**src/rtl/regbank_seq_ctrl.sv**
```systemverilog
// Issue sequencer for the 64x32 register bank: takes one decoded op at a time and
// produces single-cycle bank strobes with indices held stable through load latency.
module regbank_seq_ctrl #(
  parameter int RD_LAT = 3,   // must be >= 1
  parameter int AW     = 6,
  parameter int CW     = 31,
  parameter int CNT_W  = 16
) (
  input  logic             clk,
  input  logic             RST,
  input  logic             op_valid,
  output logic             op_ready,
  input  logic [1:0]       op_kind,
  input  logic [3:0]       op_alu,
  input  logic [AW-1:0]    op_dst,
  input  logic [AW-1:0]    op_src,
  input  logic [AW-1:0]    op_src2,
  input  logic [CW-1:0]    op_const,
  output logic [AW-1:0]    bank_src,
  output logic [AW-1:0]    bank_src2,
  output logic [AW-1:0]    bank_dst,
  output logic [AW-1:0]    bank_dstld,
  output logic [CW-1:0]    bank_const,
  output logic [3:0]       bank_opcode,
  output logic             bank_ld,
  output logic             bank_write,
  output logic             bank_read,
  output logic             bank_write_alu,
  output logic             busy,
  output logic [CNT_W-1:0] retired
);

  localparam int WCW = (RD_LAT > 1) ? $clog2(RD_LAT) : 1;

  localparam logic [1:0] K_ALU   = 2'b00;
  localparam logic [1:0] K_LDI   = 2'b01;
  localparam logic [1:0] K_LOAD  = 2'b10;
  localparam logic [1:0] K_STORE = 2'b11;

  typedef enum logic [2:0] {
    IDLE, ALU_EX, ALU_WB, LDI, STORE, LOAD, LD_WAIT
  } state_t;

  state_t         state, state_nxt;
  logic [WCW-1:0] wcnt, wcnt_nxt;
  logic           accept;
  logic           done_nxt;

  always_comb begin
    state_nxt = state;
    wcnt_nxt  = wcnt;
    accept    = 1'b0;
    case (state)
      IDLE: begin
        if (op_valid && op_ready) begin
          accept = 1'b1;
          case (op_kind)
            K_ALU:   state_nxt = ALU_EX;
            K_LDI:   state_nxt = LDI;
            K_LOAD:  state_nxt = LOAD;
            default: state_nxt = STORE;
          endcase
        end
      end
      ALU_EX:  state_nxt = ALU_WB;
      ALU_WB:  state_nxt = IDLE;
      LDI:     state_nxt = IDLE;
      STORE:   state_nxt = IDLE;
      LOAD: begin
        state_nxt = LD_WAIT;
        wcnt_nxt  = WCW'(RD_LAT - 1);
      end
      LD_WAIT: begin
        if (wcnt == '0) state_nxt = IDLE;
        else            wcnt_nxt  = wcnt - WCW'(1);
      end
      default: state_nxt = IDLE;
    endcase
    // The last cycle of an op is where the retire count advances; for loads
    // that is the wait cycle in which the bank captures the returning data.
    done_nxt = (state_nxt == ALU_WB) || (state_nxt == LDI) || (state_nxt == STORE) ||
               ((state_nxt == LD_WAIT) && (wcnt_nxt == '0));
  end

  // Every output is a flop fed from the next-state decode, so strobes line up
  // with the state they belong to without any combinational path to the bank.
  always_ff @(posedge clk) begin
    if (RST) begin
      state          <= IDLE;
      wcnt           <= '0;
      op_ready       <= 1'b0;
      busy           <= 1'b0;
      bank_ld        <= 1'b0;
      bank_write     <= 1'b0;
      bank_read      <= 1'b0;
      bank_write_alu <= 1'b0;
      bank_src       <= '0;
      bank_src2      <= '0;
      bank_dst       <= '0;
      bank_dstld     <= '0;
      bank_const     <= '0;
      bank_opcode    <= '0;
      retired        <= '0;
    end else begin
      state          <= state_nxt;
      wcnt           <= wcnt_nxt;
      op_ready       <= (state_nxt == IDLE);
      busy           <= (state_nxt != IDLE);
      bank_ld        <= (state_nxt == LDI);
      bank_write     <= (state_nxt == STORE);
      bank_read      <= (state_nxt == LOAD);
      bank_write_alu <= (state_nxt == ALU_WB);
      if (done_nxt) retired <= retired + CNT_W'(1);
      // Only the fields an op actually uses are captured; the rest keep
      // whatever the previous op left there.
      if (accept) begin
        case (op_kind)
          K_ALU: begin
            bank_src    <= op_src;
            bank_src2   <= op_src2;
            bank_dst    <= op_dst;
            bank_opcode <= op_alu;
          end
          K_LDI: begin
            bank_dstld <= op_dst;
            bank_const <= op_const;
          end
          K_LOAD: begin
            bank_src2 <= op_src2;
            bank_dst  <= op_dst;
          end
          default: begin
            bank_src  <= op_src;
            bank_src2 <= op_src2;
          end
        endcase
      end
    end
  end

endmodule
```
**config.mk**
```make
export PLATFORM = sky130hd
export DESIGN_NAME = regbank_seq_ctrl
export DESIGN_NICKNAME = d
export VERILOG_FILES = /design/src/rtl/regbank_seq_ctrl.sv
export SDC_FILE = /design/constraint.sdc
export NUM_CORES = 1
export LEC_CHECK = 0
export CAP_MARGIN = 20
export CORE_UTILIZATION = 40
export DETAILED_ROUTE_END_ITERATION = 6
export PLACE_DENSITY = 0.81
export SLEW_MARGIN = 20
export SYNTH_ARGS = -nofsm -noshare
export SYNTH_HDL_FRONTEND = slang
export SYNTH_SLANG_ARGS = --single-unit
```
**constraint.sdc**
```tcl
create_clock -name clk -period 4.88 [get_ports clk]
set_input_delay 0.976 -clock clk [delete_from_list [all_inputs] [get_ports clk]]
set_output_delay 0.976 -clock clk [all_outputs]
set_load 0.03 [all_outputs]
```
==> impl_metrics.yaml, run 1 <==
setup_path:
  crit_chain: "clkdlybuf4s50_1 -> inv_1 -> ha_1 -> nor4_1 -> nand4_1 -> and3_4 -> o32ai_1 -> mux2_1"
  crit_required_ps: 5120
  crit_type: "in -> reg"
  cp.arrival_ps: 3270
  max_stage_delay_ps: 530
  worst-path-buf-inv: 2
  cp-start-kind: "input pin"
  worst_path_max_delay_cell: "clkdlybuf4s50_1"
  cp-end-kind: "flop"
  cp_max_fo: 19
  critPathTopFamily: "simple AND/OR/NAND/NOR gates"
layout:
  drive_above_1_share_pct: 6.51
  final_util_pct: 57.8
  nFillCells: 815
  finalNetCount: 628
  final_common_cell: "clkdlybuf4s50_1"
  postLayoutCellArea_um2: 5320
  regArea_um2: 1720
  multiInputGateArea_um2: 1860
  final_cell_mix: "137 x clkdlybuf4s50_1, 103 x nand2_1, 86 x dfxtp_1"
  syn_to_final_growth_pct: 41.2
  antenna_cells: 0
power:
  power_density_nw_per_um2: 266
  p_comb_share_pct: 13.2
  intPower_w: 0.00104
  leakage_nw: 1.87
  power_switching_w: 0.000371
  seqPwrFrac_pct: 51.6
  ir_drop_mv: 0.174
  p_clk_share_pct: 35.2
  swShare_pct: 26.2
status:
  status: "finished clean"
floorplanning:
  die_x_um: 99.0
  dieArea_um2: 9810
  rows: 35
  ios: 139
  start_util_pct: 41.0
  die_h_um: 99.0
  core_um2: 9200
clock_network:
  cts.sinks: 86
  cts_resized: 0
  clk_latency_ps: 350
  postCtsSetupBuffers: 0
  cts_buffers: 9
  holdBufCountCts: 0
  path_clk_slew_ps: 90
  clockBufferDepth: 2
  cts_tree: "yes"
  root_buffer: "clkbuf_8"
  htreeDepth: 3
flow_run:
  cap_violations: 0
placed_design:
  dp_hpwl_um: 6660
  dpl_cell_area_um2: 5120
  io_buffers: 138
  place.gp.congestion: 0.835
sta:
  finalCritPeriodShare_pct: 62.1
  fin_setup_tns_ps: 0
  fmax_mhz: 330
  tightest_slew_ps: 842
  hold_viol: 0
  rsz0062_at_grt: "no"
  min_period_ps: 3030
  relSlewSlack_pct: 43.4
  skew_ps: 7.31
  drv_slew: 0
  final-setup-viol-count: 0
global_routing:
  grt_pass1_vias: 3309
  grt_max_degree: 67
  grt_first_pass_wirelength_um: 15400
  grt.overflow.total: 0
  grt_antenna_before_repair: 0
  track_usage_pct: 19.6
logic_synthesis:
  ys.warnings.count: 0
  synth_xor_area_share_pct: 0
  yosys.area_share.simple_pct: 25.4
  avgSynthCellArea_um2: 8.54
  ys_seq_area_share_pct: 45.7
  ys_ff_latch: 86
  synthDistinctLibCells: 54
  synth_compound_area_share_pct: 14.9
  syn-num-nets: 505
  synthCells: 441
  synthAdderAreaFrac_pct: 1.99
  synth_top_family_by_area: "simple AND/OR/NAND/NOR gates"
  synth_area_um2: 3770
  muxShareOfSynthArea_pct: 7.11
  yosysTopAreaCell: "dfxtp_1"
  yosysTopAreaCellShare_pct: 45.7
  synth_area_leaders: "dfxtp_1 46%, nand2_1 10%, a21oi_1 7.6%"
drt:
  vias: 3485
  routed_wl_um: 9440
  avgViaCountPerCell: 5.13
  drtAntennaViolNets: 0
  drcViolationCount: 0
  detail_route.wl_per_cell_um: 13.9
  detail_route.iter0.violations: 188
  dr.pass1.iters: 4
hold_path:
  hold_class: "reg -> reg"
## cell families after synthesis
logic type	Yosys count
simple gates	201
buf+inv	31
mux	25
fa+ha+maj	6
flops	86
compound gates	92
## layout make-up
class	count	share of cell area (%)
multi-input combinational	324	35.0
sequential	86	32.4
timing repair buffer	140	26.2
tap	111	2.61
clock buffer	9	2.33
clock inverter	6	1.34
inverter	3	0.212
## synthesized netlist by cell type (all sizes together)
library cell  number
o21ba              1
a211oi             2
o32ai              6
a21oi             57
nand3b             1
a21o               1
a21boi             3
inv                3
a31oi              1
a211o              1
dfxtp             86
ha                 6
nor2b             11
nor3b              1
and3               7
nand3             11
nand4             10
and2               2
or3                1
mux2              14
mux2i             11
buf               19
clkbuf             9
nand2            104
or2                2
nor4               2
o221ai             1
o211ai             2
nor3               4
and2b              2
or4                1
o21ai             13
nor2              42
o22ai              4
## routing by layer
layer | routed length (um) | vias to the layer above | global-route usage, %
met5 | 0 | - | 0
met2 | 4640 | 100 | 32.7
met3 | 571 | 12 | 4.89
met1 | 4060 | 1628 | 24.4
met4 | 166 | 0 | 7.81
li1 | - | 1745 | -
## state kept, by name, summed over array words and instances, names as in the netlist, 3 cells and up
| register | cells |
|---|---|
| bank_const | 31 |
| bank_dst | 6 |
| bank_dstld | 6 |
| bank_opcode | 4 |
| bank_src | 6 |
| bank_src2 | 6 |
| retired | 16 |
| state | 3 |
## path summary, 6_finish.rpt
| path | cells past startpoint | startpoint | to | slack (ps) |
|---|---|---|---|---|
| setup reg to reg | 4 | state[1] | bank_const[26] | 2510 |
| hold / removal | 2 | bank_dstld[1] | bank_dstld[1] | 460 |
| setup / recovery | 8 | op_kind[0] | retired[12] | 1850 |
| hold reg to reg | 2 | bank_dstld[1] | bank_dstld[1] | 460 |
## power by group through the flow
stage / logic (W) / registers, W / clock network [W]
final: 0.000186 / 0.000730 / 0.000498
after global routing: 0.000201 / 0.000733 / 0.000540
after CTS: 0.000187 / 0.000730 / 0.000514
after detailed placement: 0.000186 / 0.000747 / 0
after global placement: 0.000183 / 0.000746 / 0
after floorplan: 0.0000727 / 0.000773 / 0
## tightest hold or removal path, cell delays in order, from the launching register on
cell	delay (ps)
dfxtp_1	320
nand2_1	50
a21oi_1	50
## per-stage QoR
step / hold slack, ps / power (W) / setup slack, ps / instances
after floorplan: 548 / 0.000845 / 2280 / 441
after global placement: 442 / 0.000928 / 1620 / 664
after detailed placement: 446 / 0.000933 / 1520 / 664
after CTS: 458 / 0.00143 / 1880 / 679
after global routing: 478 / 0.00147 / 1600 / 679
final: 456 / 0.00141 / 1850 / 679
No activity file was read; power rests on OpenSTA's default activity.
==> inputs of run 2 (changes only) <==
PLACE_DENSITY = 0.84   (was 0.81)
clock period = 2.6 ns   (was 4.88 ns; I/O delays follow)
==> run 2 against run 1 <==
Against the previous run: clock skew decreased by 1.1 ps; routed wire length up 1.3%; first-iteration DRC count fell by 21%; non-clock buffer count up 18; cell count grew 2.7%; register-to-register slack worse by 2000 ps; setup slack got worse by 1600 ps; power rose by 90%; critical path type unchanged; critical endpoint is now retired[10].
==> impl_metrics.yaml, run 2 (synthesis results as in run 1) <==
status:
  status: "finished clean"
setup_path:
  cp-start-kind: "input pin"
  cp-end-kind: "flop"
  cp_max_fo: 15
  crit_required_ps: 2840
  crit_type: "in -> reg"
  r2r_cells: 5
  cp.arrival_ps: 2610
placed_design:
  dp_cells: 682
  dpl_cell_area_um2: 5280
  place.gp.congestion: 0.838
  dp_hpwl_um: 6970
  io_buffers: 138
  place_ws_ps: -148
flow_run:
  cap_violations: 0
layout:
  instances_no_fill: 697
  antenna_cells: 0
  final_cell_mix: "137 x clkdlybuf4s50_1, 103 x nand2_1, 86 x dfxtp_1"
  nFillCells: 799
  finalNetCount: 646
  syn_to_final_growth_pct: 45.5
  postLayoutCellArea_um2: 5480
  final_common_cell: "clkdlybuf4s50_1"
  largest_reg_flops: 31
  drive_above_1_share_pct: 9.39
  biggestRegsByFlops: "bank_const: 31 flops, retired: 16 flops"
  regMostFlops: "bank_const"
sta:
  setup_slack_ps: 229
  min_period_ps: 2370
  hold_viol: 0
  fin_setup_tns_ps: 0
  drv_slew: 0
  rsz0062_at_grt: "no"
  final-setup-viol-count: 0
  fmax_mhz: 422
  tightest_slew_ps: 529
  relSlewSlack_pct: 64.7
  finalCritPeriodShare_pct: 91.2
  skew_ps: 6.19
global_routing:
  track_usage_pct: 20.2
  grt_pass1_vias: 3415
  grt_antenna_before_repair: 0
  grt_first_pass_wirelength_um: 15900
  grt.overflow.total: 0
  grt_max_degree: 38
floorplanning:
  ios: 139
  start_util_pct: 41.0
  die_h_um: 99.0
  dieArea_um2: 9810
  core_um2: 9200
  rows: 35
  die_x_um: 99.0
clock_network:
  path_clk_slew_ps: 90
  cts_resized: 0
  clockBufferDepth: 2
  cts_buffers: 9
  cts.sinks: 86
  postCtsSetupBuffers: 0
  htreeDepth: 3
  clk_latency_ps: 350
  holdBufCountCts: 0
  cts_tree: "yes"
  root_buffer: "clkbuf_8"
power:
  seqPwrFrac_pct: 50.9
  swShare_pct: 26.5
  power.total_w: 0.00269
  intPower_w: 0.00198
  p_comb_share_pct: 13.8
  p_clk_share_pct: 35.3
  leakage_nw: 1.97
  power_density_nw_per_um2: 491
  ir_drop_mv: 0.303
  power_switching_w: 0.000713
drt:
  dr.pass1.iters: 4
  drtAntennaViolNets: 0
  vias: 3572
  routed_wl_um: 9560
  drcViolationCount: 0
  detail_route.wl_per_cell_um: 13.7
  detail_route.iter0.violations: 149
  avgViaCountPerCell: 5.12
hold_path:
  min_path_cells: 2
  hold_class: "reg -> reg"
-- run 2: power by group through the flow --
stage	sequential [W]	combinational, W	clock, W
after floorplan	0.00145	0.000137	0
after global placement	0.00140	0.000364	0
after detailed placement	0.00140	0.000371	0
after CTS	0.00137	0.000373	0.000979
after global routing	0.00138	0.000401	0.00103
final	0.00137	0.000372	0.000949
-- run 2: layout make-up --
class / count / area (um2) / share of cell area (%)
well taps: 111 / 139 / 2.53
inverters: 3 / 11.3 / 0.206
repair buffers: 158 / 1550 / 28.3
clock inverters: 6 / 71.3 / 1.30
flip-flops and latches: 86 / 1720 / 31.4
multi-input cells: 324 / 1860 / 34.0
clock buffers: 9 / 124 / 2.26
-- run 2: metal layers --
layer	wire length [um]	track usage, %
met5	0	0
met4	193	7.69
met1	4020	24.2
met3	619	5.60
met2	4740	34.5
-- run 2: per-stage QoR --
stage | hold WS [ps] | utilization, %
final | 455 | 59.6
after CTS | 460 | 59.6
after global placement | 442 | 57.5
after global routing | 476 | 59.6
after detailed placement | 447 | 57.5
after floorplan | 548 | -
-- run 2: worst max-delay path, cell delays in order --
cell             delay, ps
clkdlybuf4s50_1        510
inv_1                   70
ha_1                   220
nor4_1                 230
nand4_1                130
and3_4                 250
o32ai_1                340
mux2_1                 350
-- run 2: worst paths after layout --
path | startpoint | to | slack [ps]
max | op_kind[0] | retired[10] | 230
min | bank_const[12] | bank_const[12] | 460
max reg2reg | state[1] | retired[15] | 490
min reg2reg | bank_const[12] | bank_const[12] | 460
==> inputs of run 3 (changes only) <==
CELL_PAD_IN_SITES_DETAIL_PLACEMENT = 0   (was default)
CELL_PAD_IN_SITES_GLOBAL_PLACEMENT = 2   (was default)
CORE_UTILIZATION = 22   (was 40)
PLACE_DENSITY = 0.82   (was 0.84)
==> run 3 against run 2 <==
Against the previous run: worst hold slack worse by 2.9 ps; sequential power about the same; sequential share of layout area shrank 1.2 points; die area increased by 80%; non-clock buffer count shrank 3; cell count up 15%; clock skew hardly changed; first-iteration DRC count rose by 17%; clock power rose by 37%; utilization decreased by 25 points; largest power group unchanged.
==> impl_metrics.yaml, run 3 (synthesis results as in run 1) <==
global_routing:
  grt.overflow.total: 0
  grt_pass1_vias: 3444
  grt_busiest_layer: "met2"
  track_usage_pct: 12.6
  grt_first_pass_wirelength_um: 17600
  use_met2_pct: 20.2
  use_met3_pct: 4.79
  grt_use_met1_pct: 15.5
  grt_antenna_before_repair: 0
  grt_max_degree: 44
floorplanning:
  ios: 139
  rows: 47
  die_x_um: 133
  die_h_um: 133
  dieArea_um2: 17600
  start_util_pct: 22.6
  core_um2: 16600
sta:
  relSlewSlack_pct: 64.0
  min_period_ps: 2310
  finalCritPeriodShare_pct: 88.7
  drv_slew: 0
  rsz0062_at_grt: "no"
  tightest_slew_ps: 540
  hold_viol: 0
  fmax_mhz: 434
  skew_ps: 5.71
  fin_hold_ws_ps: 452
  final-setup-viol-count: 0
placed_design:
  dp_hpwl_um: 7710
  dp_cells: 788
  place.gp.congestion: 0.788
  io_buffers: 138
layout:
  final_util_pct: 34.2
  final_cell_mix: "137 x clkdlybuf4s50_1, 103 x nand2_1, 86 x dfxtp_1"
  largest_reg_flops: 31
  regMostFlops: "bank_const"
  antenna_cells: 0
  instances_no_fill: 804
  finalNetCount: 643
  syn_to_final_growth_pct: 51.3
  final_common_cell: "clkdlybuf4s50_1"
  biggestRegsByFlops: "bank_const: 31 flops, retired: 16 flops"
  drive_above_1_share_pct: 9.08
clock_network:
  root_buffer: "clkbuf_16"
  cts.sinks: 86
  holdBufCountCts: 0
  cts_buffers: 9
  clockBufferDepth: 2
  postCtsSetupBuffers: 0
  path_clk_slew_ps: 70
  clk_latency_ps: 340
  cts_tree: "yes"
  cts_resized: 0
  htreeDepth: 3
setup_path:
  cp.arrival_ps: 2530
  cp-end-kind: "flop"
  crit_chain: "clkdlybuf4s50_1 -> inv_1 -> ha_1 -> a31oi_1 -> and2_4 -> nor2_4 -> o32ai_1 -> mux2_1"
  crit_type: "in -> reg"
  crit_required_ps: 2830
  cp-start-kind: "input pin"
  max_stage_delay_ps: 510
  cp_max_fo: 10
  worst_path_max_delay_cell: "clkdlybuf4s50_1"
drt:
  drtAntennaViolNets: 0
  routed_wl_um: 10900
  avgViaCountPerCell: 4.42
  detail_route.wl_per_cell_um: 13.6
  drcViolationCount: 0
  detail_route.iter0.violations: 175
  dr.pass1.iters: 4
  vias: 3552
hold_path:
  hold_class: "reg -> reg"
status:
  status: "finished clean"
power:
  power_density_nw_per_um2: 536
  leakage_nw: 2.00
  seqPwrFrac_pct: 45.0
  p_comb_share_pct: 12.3
  power.total_w: 0.00305
  intPower_w: 0.00228
  p_clk_share_pct: 42.7
  power_switching_w: 0.000774
  ir_drop_mv: 0.296
  swShare_pct: 25.4
flow_run:
  cap_violations: 0
==> run 3: cell types whose count changed in the layout (fill, tap and decap cells not counted) <==
cell,previous run,this run
buf_4,18,16
clkinv_4,1,0
clkbuf_16,0,9
clkbuf_8,9,0
buf_2,1,0
clkinv_2,0,2
==> run 3: power by group through the flow <==
stage | Sequential, W | Combinational [W] | Clock, W
after floorplan | 0.00145 | 0.000137 | 0
after global placement | 0.00140 | 0.000376 | 0
after detailed placement | 0.00140 | 0.000378 | 0
after CTS | 0.00137 | 0.000380 | 0.00136
after global routing | 0.00138 | 0.000403 | 0.00142
final | 0.00137 | 0.000375 | 0.00130
==> run 3: path summary, 6_finish.rpt <==
check / slack [ps] / depth (start not counted) / start / end
min: 450 / 2 / bank_const[26] / bank_const[26]
max: 290 / 8 / op_kind[1] / retired[14]
min reg2reg: 450 / 2 / bank_const[26] / bank_const[26]
max reg2reg: 470 / 5 / state[1] / retired[14]
==> run 3: cell type report <==
class | count | area [um2]
clock buffer | 9 | 225
clock inverter | 7 | 72.6
fill | 1705 | 10900
inverter | 3 | 11.3
multi-input combinational | 324 | 1860
sequential | 86 | 1720
tap | 220 | 275
timing repair buffer | 155 | 1530
==> run 3: per-stage QoR <==
| step | setup TNS [ps] | cell area, um2 | setup slack, ps |
|---|---|---|---|
| floorplan | 0 | 3770 | 458 |
| global route | 0 | 5700 | 165 |
| global placement | -79.6 | 5400 | -23.1 |
| CTS | 0 | 5700 | 294 |
| finish | 0 | 5700 | 294 |
| detailed placement | -316 | 5400 | -74.1 |
==> run 3: routing by layer <==
| layer | vias to the layer above | wire (um) |
|---|---|---|
| li1 | 1776 | - |
| met1 | 1673 | 5090 |
| met2 | 94 | 4970 |
| met3 | 9 | 716 |
| met4 | 0 | 133 |
| met5 | - | 0 |
==> run 3: worst max-delay path: cells and delay by family <==
kind | cells | cell delay [ps]
buf+inv | 2 | 590
mux | 1 | 350
simple gates | 2 | 290
compound gates | 2 | 590
fa+ha+maj | 1 | 190
